### src/rtl/alu_seq_ctrl_pkg.sv
// Shared definitions for the multi-cycle ALU sequencer: state indices,
// operation codes, control-word bit positions and a one-hot helper.
`timescale 1ns/1ps
package alu_seq_ctrl_pkg;

  // Bit positions inside the one-hot state register (one bit per state).
  typedef enum logic [3:0] {
    ST_IDLE   = 4'd0,
    ST_LOAD   = 4'd1,
    ST_INIT   = 4'd2,
    ST_ALU    = 4'd3,
    ST_BOOTH  = 4'd4,
    ST_SHR    = 4'd5,
    ST_DSHL   = 4'd6,
    ST_DALU   = 4'd7,
    ST_DQ     = 4'd8,
    ST_DFIX   = 4'd9,
    ST_OUT_LO = 4'd10,
    ST_OUT_HI = 4'd11,
    ST_ERR    = 4'd12,
    ST_DONE   = 4'd13
  } st_idx_e;

  localparam int N_ST = 14;

  // Operation codes as presented on the op input.
  typedef enum logic [1:0] {
    OP_ADD = 2'b00,
    OP_SUB = 2'b01,
    OP_MUL = 2'b10,
    OP_DIV = 2'b11
  } op_e;

  // Control word layout driven to the datapath.
  localparam int C_W         = 12;
  localparam int C_LD_ADDSUB = 0;
  localparam int C_LD_MUL    = 1;
  localparam int C_LD_DIV    = 2;
  localparam int C_INIT      = 3;
  localparam int C_ALU_EN    = 4;
  localparam int C_ALU_SUB   = 5;
  localparam int C_SHL       = 6;
  localparam int C_ASHR      = 7;
  localparam int C_SET_Q     = 8;
  localparam int C_RESTORE   = 9;
  localparam int C_OUT_LO    = 10;
  localparam int C_OUT_HI    = 11;

  // One-hot encoding of a single state index.
  function automatic logic [N_ST-1:0] st_bit(input st_idx_e s);
    logic [N_ST-1:0] v;
    v = '0;
    v[s] = 1'b1;
    return v;
  endfunction

endpackage

### src/rtl/alu_seq_ctrl_iter.sv
// Iteration counter for the mul/div loops. Counts completed iterations
// from 0 up to LAST and holds there; the sequencer clears it on loop exit.
`timescale 1ns/1ps
module iter_counter #(
  parameter int W    = 3,
  parameter int LAST = 7
) (
  input  logic         clk,
  input  logic         rst,
  input  logic         i_inc,
  input  logic         i_clr,
  output logic [W-1:0] o_cnt,
  output logic         o_last
);

  localparam logic [W-1:0] LAST_V = LAST[W-1:0];

  logic [W-1:0] r_cnt;
  logic         w_last;

  assign w_last = (r_cnt == LAST_V);

  // Counter register: clear wins over increment; increment saturates at LAST.
  always_ff @(posedge clk or posedge rst) begin
    if (rst) begin
      r_cnt <= '0;
    end else if (i_clr) begin
      r_cnt <= '0;
    end else if (i_inc && !w_last) begin
      r_cnt <= r_cnt + 1'b1;
    end
  end

  assign o_cnt  = r_cnt;
  assign o_last = w_last;

endmodule

### src/rtl/alu_seq_ctrl.sv
// One-hot sequencer for the multi-cycle ALU: add/sub, radix-2 Booth multiply
// and non-restoring divide. Emits a 12-bit control word per cycle.
// Handshake: ready is high only in IDLE; a start seen while ready is the
// accept, op is latched on that same edge; done pulses for one cycle at the
// end of every accepted operation, and err pulses with it on a divide by zero.
`timescale 1ns/1ps
module alu_seq_ctrl
  import alu_seq_ctrl_pkg::*;
#(
  parameter int WIDTH = 8,
  parameter int CNT_W = $clog2(WIDTH)
) (
  input  logic             clk,
  input  logic             rst,
  input  logic             start,
  input  logic [1:0]       op,
  input  logic             q0,
  input  logic             q_m1,
  input  logic             sign,
  input  logic             dz,
  output logic [C_W-1:0]   c,
  output logic             ready,
  output logic             done,
  output logic             err,
  output logic [N_ST-1:0]  o_dbg_state,
  output logic [CNT_W-1:0] o_dbg_cnt
);

  logic [N_ST-1:0]  r_state;
  logic [N_ST-1:0]  w_next;
  op_e              r_op;
  logic             w_state_ok;
  logic             w_accept;
  logic [C_W-1:0]   w_c;
  logic             w_done;
  logic             w_err;
  logic             w_ready;
  logic             w_cnt_inc;
  logic             w_cnt_clr;
  logic             w_cnt_last;
  logic [CNT_W-1:0] w_cnt;

  assign w_state_ok = $onehot(r_state);
  assign w_accept   = w_state_ok && r_state[ST_IDLE] && start;

  // Iteration counter shared by the Booth and divide loops.
  iter_counter #(
    .W    (CNT_W),
    .LAST (WIDTH - 1)
  ) u_iter (
    .clk    (clk),
    .rst    (rst),
    .i_inc  (w_cnt_inc),
    .i_clr  (w_cnt_clr),
    .o_cnt  (w_cnt),
    .o_last (w_cnt_last)
  );

  // One-hot state register; reset lands in IDLE.
  always_ff @(posedge clk or posedge rst) begin
    if (rst) begin
      r_state <= st_bit(ST_IDLE);
    end else begin
      r_state <= w_next;
    end
  end

  // Operation latch, loaded only on an accepted start.
  always_ff @(posedge clk or posedge rst) begin
    if (rst) begin
      r_op <= OP_ADD;
    end else if (w_accept) begin
      r_op <= op_e'(op);
    end
  end

  // Next-state and control-word decode; a corrupt state vector recovers to IDLE.
  always_comb begin
    w_next    = '0;
    w_c       = '0;
    w_done    = 1'b0;
    w_err     = 1'b0;
    w_ready   = 1'b0;
    w_cnt_inc = 1'b0;
    w_cnt_clr = 1'b0;
    if (!w_state_ok) begin
      w_next = st_bit(ST_IDLE);
    end else begin
      case (1'b1)
        r_state[ST_IDLE]: begin
          w_ready = 1'b1;
          w_next  = start ? st_bit(ST_LOAD) : st_bit(ST_IDLE);
        end
        r_state[ST_LOAD]: begin
          case (r_op)
            OP_MUL:  w_c[C_LD_MUL]    = 1'b1;
            OP_DIV:  w_c[C_LD_DIV]    = 1'b1;
            default: w_c[C_LD_ADDSUB] = 1'b1;
          endcase
          w_next = st_bit(ST_INIT);
        end
        r_state[ST_INIT]: begin
          w_c[C_INIT] = 1'b1;
          case (r_op)
            OP_MUL:  w_next = st_bit(ST_BOOTH);
            OP_DIV:  w_next = dz ? st_bit(ST_ERR) : st_bit(ST_DSHL);
            default: w_next = st_bit(ST_ALU);
          endcase
        end
        r_state[ST_ALU]: begin
          w_c[C_ALU_EN]  = 1'b1;
          w_c[C_ALU_SUB] = r_op[0];
          w_next         = st_bit(ST_OUT_LO);
        end
        r_state[ST_BOOTH]: begin
          // Booth pair 10 subtracts M, 01 adds M, 00/11 skip the ALU.
          w_c[C_ALU_EN]  = q0 ^ q_m1;
          w_c[C_ALU_SUB] = q0 & ~q_m1;
          w_next         = st_bit(ST_SHR);
        end
        r_state[ST_SHR]: begin
          w_c[C_ASHR] = 1'b1;
          if (w_cnt_last) begin
            w_cnt_clr = 1'b1;
            w_next    = st_bit(ST_OUT_LO);
          end else begin
            w_cnt_inc = 1'b1;
            w_next    = st_bit(ST_BOOTH);
          end
        end
        r_state[ST_DSHL]: begin
          w_c[C_SHL] = 1'b1;
          w_next     = st_bit(ST_DALU);
        end
        r_state[ST_DALU]: begin
          // Non-restoring step: subtract M when A was non-negative, else add.
          w_c[C_ALU_EN]  = 1'b1;
          w_c[C_ALU_SUB] = ~sign;
          w_next         = st_bit(ST_DQ);
        end
        r_state[ST_DQ]: begin
          w_c[C_SET_Q] = 1'b1;
          if (w_cnt_last) begin
            w_cnt_clr = 1'b1;
            w_next    = st_bit(ST_DFIX);
          end else begin
            w_cnt_inc = 1'b1;
            w_next    = st_bit(ST_DSHL);
          end
        end
        r_state[ST_DFIX]: begin
          // A negative final remainder is corrected by adding M back.
          w_c[C_RESTORE] = sign;
          w_next         = st_bit(ST_OUT_LO);
        end
        r_state[ST_OUT_LO]: begin
          w_c[C_OUT_LO] = 1'b1;
          w_next        = r_op[1] ? st_bit(ST_OUT_HI) : st_bit(ST_DONE);
        end
        r_state[ST_OUT_HI]: begin
          w_c[C_OUT_HI] = 1'b1;
          w_next        = st_bit(ST_DONE);
        end
        r_state[ST_ERR]: begin
          w_done = 1'b1;
          w_err  = 1'b1;
          w_next = st_bit(ST_IDLE);
        end
        r_state[ST_DONE]: begin
          w_done = 1'b1;
          w_next = st_bit(ST_IDLE);
        end
        default: begin
          w_next = st_bit(ST_IDLE);
        end
      endcase
    end
  end

  assign c           = w_c;
  assign ready       = w_ready;
  assign done        = w_done;
  assign err         = w_err;
  assign o_dbg_state = r_state;
  assign o_dbg_cnt   = w_cnt;

endmodule
### config.mk
export PLATFORM = sky130hd
export DESIGN_NAME = alu_seq_ctrl
export DESIGN_NICKNAME = d
export VERILOG_FILES = /design/src/rtl/alu_seq_ctrl_pkg.sv /design/src/rtl/alu_seq_ctrl_iter.sv /design/src/rtl/alu_seq_ctrl.sv
export SDC_FILE = /design/constraint.sdc
export NUM_CORES = 1
export LEC_CHECK = 0
export BUFFER_PORTS_ARGS = -buffer_cell sky130_fd_sc_hd__buf_4
export CAP_MARGIN = 20
export CORE_UTILIZATION = 50
export DETAILED_ROUTE_END_ITERATION = 8
export HOLD_SLACK_MARGIN = 0.02
export PLACE_DENSITY = 0.79
export SLEW_MARGIN = 5
export SYNTH_ARGS = -nofsm -noshare
export SYNTH_HDL_FRONTEND = slang
export SYNTH_SLANG_ARGS = --single-unit
### constraint.sdc
create_clock -name clk -period 13.4 [get_ports clk]
set_input_delay 2.68 -clock clk [delete_from_list [all_inputs] [get_ports clk]]
set_output_delay 2.68 -clock clk [all_outputs]
set_load 0.05 [all_outputs]
==> run_summary.xml, run 1 <==
<?xml version="1.0" encoding="UTF-8"?>
<metrics>
  <group name="clock_network">
    <metric name="cts_post_setup_buffers_inserted" unit="">0</metric>
    <metric name="worst_skew_late_latency" unit="ns">0.29</metric>
    <metric name="clk_pin_slew_worst_paths" unit="ns">0.11</metric>
    <metric name="cts-resized-gates" unit="">0</metric>
    <metric name="clock_root_buffer" unit="">sky130_fd_sc_hd__clkbuf_4</metric>
    <metric name="numClockSinks" unit="">19</metric>
    <metric name="cts_tree" unit="">yes</metric>
    <metric name="numCtsBuffers" unit="">3</metric>
    <metric name="cts_htree_levels" unit="">1</metric>
    <metric name="max_buffers_root_to_sink" unit="">2</metric>
    <metric name="cts.hold.buffers_added" unit="">0</metric>
  </group>
  <group name="drt">
    <metric name="met1_routed_wirelength_after_detailed_routing" unit="um">1330</metric>
    <metric name="detail_route.first_pass.iterations" unit="">5</metric>
    <metric name="viasPerCell" unit="">5.65</metric>
    <metric name="met2RoutedLength" unit="um">1600</metric>
    <metric name="routed_antenna_nets" unit="">0</metric>
    <metric name="detailroute.via_count" unit="">1153</metric>
    <metric name="top_signal_layer_used" unit="">met4</metric>
    <metric name="drc_errors" unit="">0</metric>
    <metric name="detail_route.iter0.violations" unit="">37</metric>
    <metric name="detail_route.wirelength" unit="um">3130</metric>
    <metric name="met3RoutedLength" unit="um">155</metric>
    <metric name="routedWlPerCell" unit="um">15.4</metric>
  </group>
  <group name="worst_hold_path">
    <metric name="hold_path_depth" unit="">1</metric>
    <metric name="whs_endpoint" unit="">u_iter.o_cnt[0]</metric>
    <metric name="min-delay-path-class" unit="">flip-flop to flip-flop</metric>
    <metric name="worstHoldStart" unit="">u_iter.o_cnt[0]</metric>
  </group>
  <group name="timing">
    <metric name="max_clock_freq" unit="GHz">0.124</metric>
    <metric name="rsz_0062_raised_after_global_routing" unit="">no</metric>
    <metric name="tightestPinTransition" unit="ns">0.747</metric>
    <metric name="fin_skew" unit="ns">0.00271</metric>
    <metric name="hold-worst-slack" unit="ns">0.549</metric>
    <metric name="timing.final.setup_violations" unit="">0</metric>
    <metric name="postLayoutSetupSlackWorst" unit="ns">5.31</metric>
    <metric name="hold_viol_final" unit="">0</metric>
    <metric name="final_max_slew_viol_count" unit="">0</metric>
    <metric name="final_min_period_over_clock_period" unit="%">60.4</metric>
    <metric name="worst_slew_margin_rel" unit="%">50.1</metric>
    <metric name="finalCriticalPeriod" unit="ns">8.09</metric>
    <metric name="setup-tns-final" unit="ns">0</metric>
  </group>
  <group name="worst_setup_path">
    <metric name="crit_path_cell_trace" unit="">inv_1 &gt; fa_1 &gt; inv_1 &gt; fa_1 &gt; fa_1 &gt; inv_1 &gt; fa_1 &gt; inv_1 &gt; ha_1 &gt; inv_1 &gt; fa_1 &gt; a211o_1 &gt; a211oi_2 &gt; nand3_1 &gt; nor3_1 &gt; buf_4</metric>
    <metric name="required" unit="ns">10.72</metric>
    <metric name="r2r_slack" unit="ns">8.42</metric>
    <metric name="critPathMaxStageDelay" unit="ns">0.58</metric>
    <metric name="worst_reg2reg_path_depth" unit="">15</metric>
    <metric name="type_of_origin_of_the_critical_path" unit="">flip-flop</metric>
    <metric name="timing.critical_path.arrival" unit="ns">5.41</metric>
    <metric name="cp_max_fo" unit="">8</metric>
    <metric name="cp_slowest_cell" unit="">sky130_fd_sc_hd__dfstp_2</metric>
    <metric name="worst-setup-path-type" unit="">flip-flop to output pin</metric>
    <metric name="crit_path_end_kind" unit="">output pin</metric>
    <metric name="rr_endpoint" unit="">o_dbg_state[4]</metric>
    <metric name="reg2reg_start" unit="">o_dbg_state[0]</metric>
  </group>
  <group name="placed_design">
    <metric name="dpl.hpwl" unit="um">2570</metric>
    <metric name="gpl.final_weighted_congestion" unit="">0.909</metric>
    <metric name="worst_slack_at_placement" unit="ns">5.69</metric>
    <metric name="place.port_buffers" unit="">40</metric>
  </group>
  <group name="power_and_ir_drop">
    <metric name="cellPowerDensity" unit="nW/um^2">132</metric>
    <metric name="intPower" unit="uW">116</metric>
    <metric name="power.static_leakage" unit="nW">0.865</metric>
    <metric name="switching_power" unit="uW">105</metric>
    <metric name="comb_power_share" unit="%">53.6</metric>
    <metric name="irDropWorstVdd" unit="mV">0.100</metric>
    <metric name="power" unit="uW">221</metric>
    <metric name="seq_power_share" unit="%">33.5</metric>
    <metric name="switching_part_of_the_total" unit="%">47.5</metric>
    <metric name="power.clock.fraction" unit="%">13.0</metric>
  </group>
  <group name="global_route">
    <metric name="number_of_antenna_violations_at_the_first_check_in_global_routing" unit="">0</metric>
    <metric name="grt_pass1_vias" unit="">1146</metric>
    <metric name="grt_max_degree" unit="">20</metric>
    <metric name="global_route_wire_length_before_repair" unit="um">5130</metric>
    <metric name="grt-ovfl-total" unit="">0</metric>
    <metric name="grtUsageTotal" unit="%">25.9</metric>
  </group>
  <group name="die">
    <metric name="design.die.area" unit="um^2">2850</metric>
    <metric name="ioPinCount" unit="">41</metric>
    <metric name="rows" unit="">18</metric>
    <metric name="start_util" unit="%">53.3</metric>
    <metric name="placeable_core_region" unit="um^2">2480</metric>
    <metric name="die_width" unit="um">53.4</metric>
    <metric name="die_height" unit="um">53.4</metric>
  </group>
  <group name="layout">
    <metric name="drive_above_1_share" unit="%">30.5</metric>
    <metric name="n_antenna_cell" unit="">0</metric>
    <metric name="design.final.nets" unit="">202</metric>
    <metric name="final_core_utilization" unit="%">67.7</metric>
    <metric name="relative_area_change_from_synthesis_to_final_layout" unit="%">27.0</metric>
    <metric name="final.fill_count" unit="">199</metric>
  </group>
  <group name="synth">
    <metric name="mapped_cell_area" unit="um^2">1320</metric>
    <metric name="synth.yosys.warnings" unit="">0</metric>
    <metric name="net_count_after_synthesis" unit="">158</metric>
    <metric name="ys_ff_latch" unit="">19</metric>
    <metric name="syn_inst" unit="">131</metric>
    <metric name="postSynthAreaPerCell" unit="um^2">10.1</metric>
    <metric name="count_of_distinct_cell_types_in_the_synthesized_netlist" unit="">35</metric>
    <metric name="ys_seq_area_share" unit="%">36.1</metric>
  </group>
  <group name="run_status">
    <metric name="run_status" unit="">finished clean</metric>
  </group>
  <group name="flow_run">
    <metric name="maxCapViolations" unit="">0</metric>
  </group>
</metrics>
placed cells by master, fill, tap and decap left out, drive strengths merged, types with 2 or more instances in the layout:
| cell | count |
|---|---|
| buf | 40 |
| inv | 25 |
| dfrtp | 18 |
| nor2 | 15 |
| fa | 9 |
| ha | 9 |
| nand2 | 6 |
| nand3 | 5 |
| mux2 | 4 |
| nor4 | 4 |
| clkbuf | 4 |
| nor3 | 4 |
| nor2b | 3 |
| and2 | 3 |
| and3 | 3 |
| o21ai | 2 |
| nor3b | 2 |
| a221o | 2 |
| a211o | 2 |
Yosys cell counts:
master	count	area share [%]
sky130_fd_sc_hd__nor3_2	2	1.5
sky130_fd_sc_hd__a21oi_1	1	0.38
sky130_fd_sc_hd__nand3_1	5	1.9
sky130_fd_sc_hd__o21ai_0	2	0.76
sky130_fd_sc_hd__nor4_1	3	1.4
sky130_fd_sc_hd__dfstp_2	1	2.0
sky130_fd_sc_hd__a21boi_0	1	0.57
sky130_fd_sc_hd__inv_1	25	7.1
sky130_fd_sc_hd__nor3_1	2	0.76
sky130_fd_sc_hd__dfrtp_1	18	34
sky130_fd_sc_hd__a221o_1	2	1.5
sky130_fd_sc_hd__mux2i_1	1	0.76
sky130_fd_sc_hd__mux2_2	4	3.4
sky130_fd_sc_hd__a22oi_1	1	0.57
sky130_fd_sc_hd__or4_1	1	0.57
sky130_fd_sc_hd__buf_4	1	0.57
sky130_fd_sc_hd__a211oi_2	1	0.95
sky130_fd_sc_hd__nor2b_1	3	1.4
sky130_fd_sc_hd__nor4_2	1	0.95
sky130_fd_sc_hd__nand2_1	6	1.7
sky130_fd_sc_hd__nor2_1	15	4.3
sky130_fd_sc_hd__a32o_1	1	0.76
sky130_fd_sc_hd__a211o_4	1	1.3
sky130_fd_sc_hd__ha_1	9	8.5
sky130_fd_sc_hd__o32ai_1	1	0.66
sky130_fd_sc_hd__and3_1	3	1.4
sky130_fd_sc_hd__a211o_1	1	0.66
sky130_fd_sc_hd__and2_1	3	1.4
sky130_fd_sc_hd__fa_1	9	14
sky130_fd_sc_hd__and4_1	1	0.66
sky130_fd_sc_hd__o211ai_1	1	0.57
sky130_fd_sc_hd__nand2b_1	1	0.47
sky130_fd_sc_hd__o211a_1	1	0.76
sky130_fd_sc_hd__nor3b_1	2	1.1
sky130_fd_sc_hd__and4b_1	1	0.76
worst max-delay path, delay by kind of cell, from the launching register on:
family	cells	cell delay, ns
compound gates	2	0.87
simple gates	2	0.59
buf+inv	6	0.59
flops	1	0.58
fa+ha+maj	6	2.50
registers in the layout, indices dropped and copies added (netlist names):
name,flops
u_iter.o_cnt,3
o_dbg_state,14
r_op,2
through the flow:
stage | cell area, um^2 | cells
floorplan | 1320 | 131
global placement | 1650 | 200
detailed placement | 1650 | 200
CTS | 1680 | 204
global route | 1680 | 204
finish | 1680 | 204
layout make-up:
type / instances / area [um^2] / area share, %
Sequential cell: 19 / 477 / 28.4
Inverter: 25 / 93.8 / 5.60
Multi-Input combinational cell: 86 / 742 / 44.3
Tap cell: 30 / 37.5 / 2.24
Timing Repair Buffer: 40 / 300 / 17.9
Clock buffer: 4 / 26.3 / 1.57
power by group through the flow:
stage	Clock, mW	Combinational [mW]	Sequential, mW
after global placement	0	0.113	0.0743
after detailed placement	0	0.118	0.0750
after global routing	0.0326	0.128	0.0754
after CTS	0.0297	0.118	0.0737
final	0.0287	0.118	0.0740
after floorplan	0	0.0782	0.0821
cells by family (layout without fill, tap and decap cells):
kind of cell	Yosys count	in the layout	share of synthesized area, %
compound gates	14	14	9.48
flops	19	19	36.1
mux	5	5	4.17
fa+ha+maj	18	18	22.2
simple gates	49	49	20.4
buf+inv	26	69	7.68
how the worst max path moves through the flow:
| stage | endpoint | cells past startpoint | slack [ns] | startpoint |
|---|---|---|---|---|
| 2_1_floorplan | done | 15 | 4.83 | o_dbg_state[0] |
| 3_3_place_gp | c[6] | 16 | 5.76 | o_dbg_state[0] |
| 3_5_place_dp | c[6] | 16 | 5.69 | o_dbg_state[0] |
| 4_1_cts | c[6] | 16 | 5.35 | o_dbg_state[0] |
| 5_1_grt | c[6] | 16 | 4.98 | o_dbg_state[0] |
| 6_report | c[6] | 16 | 5.31 | o_dbg_state[0] |
routing by layer:
metal	vias to the layer above	global-route usage [%]
li1	531	-
met1	567	32.8
met2	47	42.5
met3	8	4.89
met4	0	11.0
met5	-	0
(Power assumes the default switching activity.)
==> run 2, diff against run 1 <==
clock period = 8.1 ns   (was 13.4 ns; I/O delays follow)
==> run 2 against run 1 <==
Compared with the run above:
- hold slack got worse by 0.0018 ns
- die area unchanged
- power rose by 64%
- non-clock buffer count stayed put
- global-route usage shrank 0.95 points
- clock skew shrank 0.0018 ns
- register-to-register slack worse by 5.3 ns
- via count is 1.6% lower
- wire length shrank 0.99%
- flip-flop and latch count stayed put
- cell count unchanged
- critical path depth unchanged
- largest cell class unchanged
- highest routed layer unchanged
==> run_summary.xml, run 2 (synthesis results as in run 1) <==
<?xml version="1.0" encoding="UTF-8"?>
<metrics>
  <group name="layout">
    <metric name="layout.cells.most_common_list" unit="">40 x sky130_fd_sc_hd__buf_4, 25 x sky130_fd_sc_hd__inv_1, 18 x sky130_fd_sc_hd__dfrtp_1</metric>
    <metric name="design.final.nets" unit="">202</metric>
    <metric name="largest_register_ffs" unit="">14</metric>
    <metric name="final.fill_count" unit="">211</metric>
    <metric name="mostFrequentLayoutCell" unit="">sky130_fd_sc_hd__buf_4</metric>
    <metric name="relative_area_change_from_synthesis_to_final_layout" unit="%">27.0</metric>
    <metric name="drive_above_1_share" unit="%">30.5</metric>
    <metric name="n_antenna_cell" unit="">0</metric>
  </group>
  <group name="placed_design">
    <metric name="place.port_buffers" unit="">40</metric>
    <metric name="gpl.final_weighted_congestion" unit="">0.909</metric>
    <metric name="dpl.hpwl" unit="um">2510</metric>
  </group>
  <group name="clock_network">
    <metric name="cts_htree_levels" unit="">1</metric>
    <metric name="cts_tree" unit="">yes</metric>
    <metric name="worst_skew_late_latency" unit="ns">0.29</metric>
    <metric name="clk_pin_slew_worst_paths" unit="ns">0.11</metric>
    <metric name="cts-resized-gates" unit="">0</metric>
    <metric name="max_buffers_root_to_sink" unit="">2</metric>
    <metric name="cts.hold.buffers_added" unit="">0</metric>
    <metric name="numClockSinks" unit="">19</metric>
    <metric name="cts_post_setup_buffers_inserted" unit="">0</metric>
    <metric name="clock_root_buffer" unit="">sky130_fd_sc_hd__clkbuf_4</metric>
    <metric name="numCtsBuffers" unit="">3</metric>
  </group>
  <group name="drt">
    <metric name="detail_route.iter0.violations" unit="">27</metric>
    <metric name="routed_antenna_nets" unit="">0</metric>
    <metric name="detailroute.via_count" unit="">1135</metric>
    <metric name="detail_route.wirelength" unit="um">3100</metric>
    <metric name="detail_route.first_pass.iterations" unit="">4</metric>
    <metric name="routedWlPerCell" unit="um">15.2</metric>
    <metric name="viasPerCell" unit="">5.56</metric>
    <metric name="drc_errors" unit="">0</metric>
  </group>
  <group name="worst_setup_path">
    <metric name="worst_setup_sp" unit="">o_dbg_state[0]</metric>
    <metric name="rr_endpoint" unit="">o_dbg_state[4]</metric>
    <metric name="reg2reg_start" unit="">o_dbg_state[0]</metric>
    <metric name="cp_max_fo" unit="">8</metric>
    <metric name="worst_reg2reg_path_depth" unit="">15</metric>
    <metric name="r2r_slack" unit="ns">3.13</metric>
    <metric name="worst-setup-path-type" unit="">flip-flop to output pin</metric>
    <metric name="timing.critical_path.arrival" unit="ns">5.39</metric>
    <metric name="crit_path_end_kind" unit="">output pin</metric>
    <metric name="type_of_origin_of_the_critical_path" unit="">flip-flop</metric>
    <metric name="required" unit="ns">6.48</metric>
  </group>
  <group name="timing">
    <metric name="finalCriticalPeriod" unit="ns">7.01</metric>
    <metric name="timing.final.setup_violations" unit="">0</metric>
    <metric name="max_clock_freq" unit="GHz">0.143</metric>
    <metric name="final_min_period_over_clock_period" unit="%">86.6</metric>
    <metric name="final_max_slew_viol_count" unit="">0</metric>
    <metric name="tightestPinTransition" unit="ns">0.740</metric>
    <metric name="hold_viol_final" unit="">0</metric>
    <metric name="worst_slew_margin_rel" unit="%">50.6</metric>
    <metric name="setup-tns-final" unit="ns">0</metric>
    <metric name="rsz_0062_raised_after_global_routing" unit="">no</metric>
    <metric name="fin_skew" unit="ns">0.000933</metric>
  </group>
  <group name="die">
    <metric name="ioPinCount" unit="">41</metric>
    <metric name="design.die.area" unit="um^2">2850</metric>
    <metric name="die_height" unit="um">53.4</metric>
    <metric name="rows" unit="">18</metric>
    <metric name="placeable_core_region" unit="um^2">2480</metric>
    <metric name="start_util" unit="%">53.3</metric>
    <metric name="die_width" unit="um">53.4</metric>
  </group>
  <group name="worst_hold_path">
    <metric name="worstHoldStart" unit="">u_iter.o_cnt[0]</metric>
    <metric name="min-delay-path-class" unit="">flip-flop to flip-flop</metric>
    <metric name="hold_path_depth" unit="">1</metric>
    <metric name="whs_endpoint" unit="">u_iter.o_cnt[0]</metric>
  </group>
  <group name="power_and_ir_drop">
    <metric name="power" unit="uW">363</metric>
    <metric name="irDropWorstVdd" unit="mV">0.204</metric>
    <metric name="cellPowerDensity" unit="nW/um^2">216</metric>
    <metric name="power.static_leakage" unit="nW">0.865</metric>
  </group>
  <group name="run_status">
    <metric name="run_status" unit="">finished clean</metric>
  </group>
  <group name="global_route">
    <metric name="grt_pass1_vias" unit="">1151</metric>
    <metric name="grt-ovfl-total" unit="">0</metric>
    <metric name="grtUsageTotal" unit="%">24.9</metric>
    <metric name="number_of_antenna_violations_at_the_first_check_in_global_routing" unit="">0</metric>
    <metric name="global_route_wire_length_before_repair" unit="um">5060</metric>
    <metric name="grt_max_degree" unit="">20</metric>
  </group>
  <group name="flow_run">
    <metric name="maxCapViolations" unit="">0</metric>
  </group>
</metrics>
run 2: cell counts in the layout (fill, tap and decap cells not counted):
Identical to the previous run, type by type.
run 2: power by group:
part           internal [mW]  total (mW)  switching (mW)
logic                 0.0664       0.193           0.127
registers              0.107       0.122          0.0156
clock network         0.0191      0.0478          0.0287
total                  0.192       0.363           0.171
run 2: per-layer routing:
metal	share of wire, %	wire [um]	up-vias	track usage (%)
met5	0	0	-	0
met4	1.7	54	0	11.4
met3	6.3	196	9	2.30
met2	52	1630	47	41.0
met1	39	1220	550	32.6
li1	-	-	529	-
run 2: final cells by class:
cell class	instances	area, um^2	area share (%)
timing repair buffer	40	300	17.9
tap	30	37.5	2.24
clock buffer	4	26.3	1.57
inverter	25	93.8	5.60
sequential	19	477	28.4
multi-input combinational	86	742	44.3
run 2: worst max-delay path, cell delays in order, from the launching register on:
cell and delay (ns):
sky130_fd_sc_hd__dfstp_2 0.58, sky130_fd_sc_hd__inv_1 0.12, sky130_fd_sc_hd__fa_1 0.56, sky130_fd_sc_hd__inv_1 0.05, sky130_fd_sc_hd__fa_1 0.47, sky130_fd_sc_hd__fa_1 0.51, sky130_fd_sc_hd__inv_1 0.05, sky130_fd_sc_hd__fa_1 0.43
sky130_fd_sc_hd__inv_1 0.07, sky130_fd_sc_hd__ha_1 0.15, sky130_fd_sc_hd__inv_1 0.05, sky130_fd_sc_hd__fa_1 0.38, sky130_fd_sc_hd__a211o_1 0.32, sky130_fd_sc_hd__a211oi_2 0.53, sky130_fd_sc_hd__nand3_1 0.31, sky130_fd_sc_hd__nor3_1 0.27
sky130_fd_sc_hd__buf_4 0.25
run 2: worst max path at each step:
stage | endpoint | cells past startpoint | slack, ns
CTS | c[6] | 16 | 1.06
floorplan | done | 15 | 0.59
global placement | c[6] | 16 | 1.51
finish | c[6] | 16 | 1.09
global route | c[6] | 16 | 0.70
detailed placement | c[6] | 16 | 1.41
run 2: stage by stage:
step                instance area [um^2]  util (%)  setup slack [ns]  instances  hold slack, ns
detailed placement                  1650      66.6              1.41        200           0.537
floorplan                           1320         -             0.589        131           0.500
global placement                    1650      66.6              1.51        200           0.512
finish                              1680      67.7              1.09        204           0.547
CTS                                 1680      67.7              1.06        204           0.549
global route                        1680      67.7             0.700        204           0.560
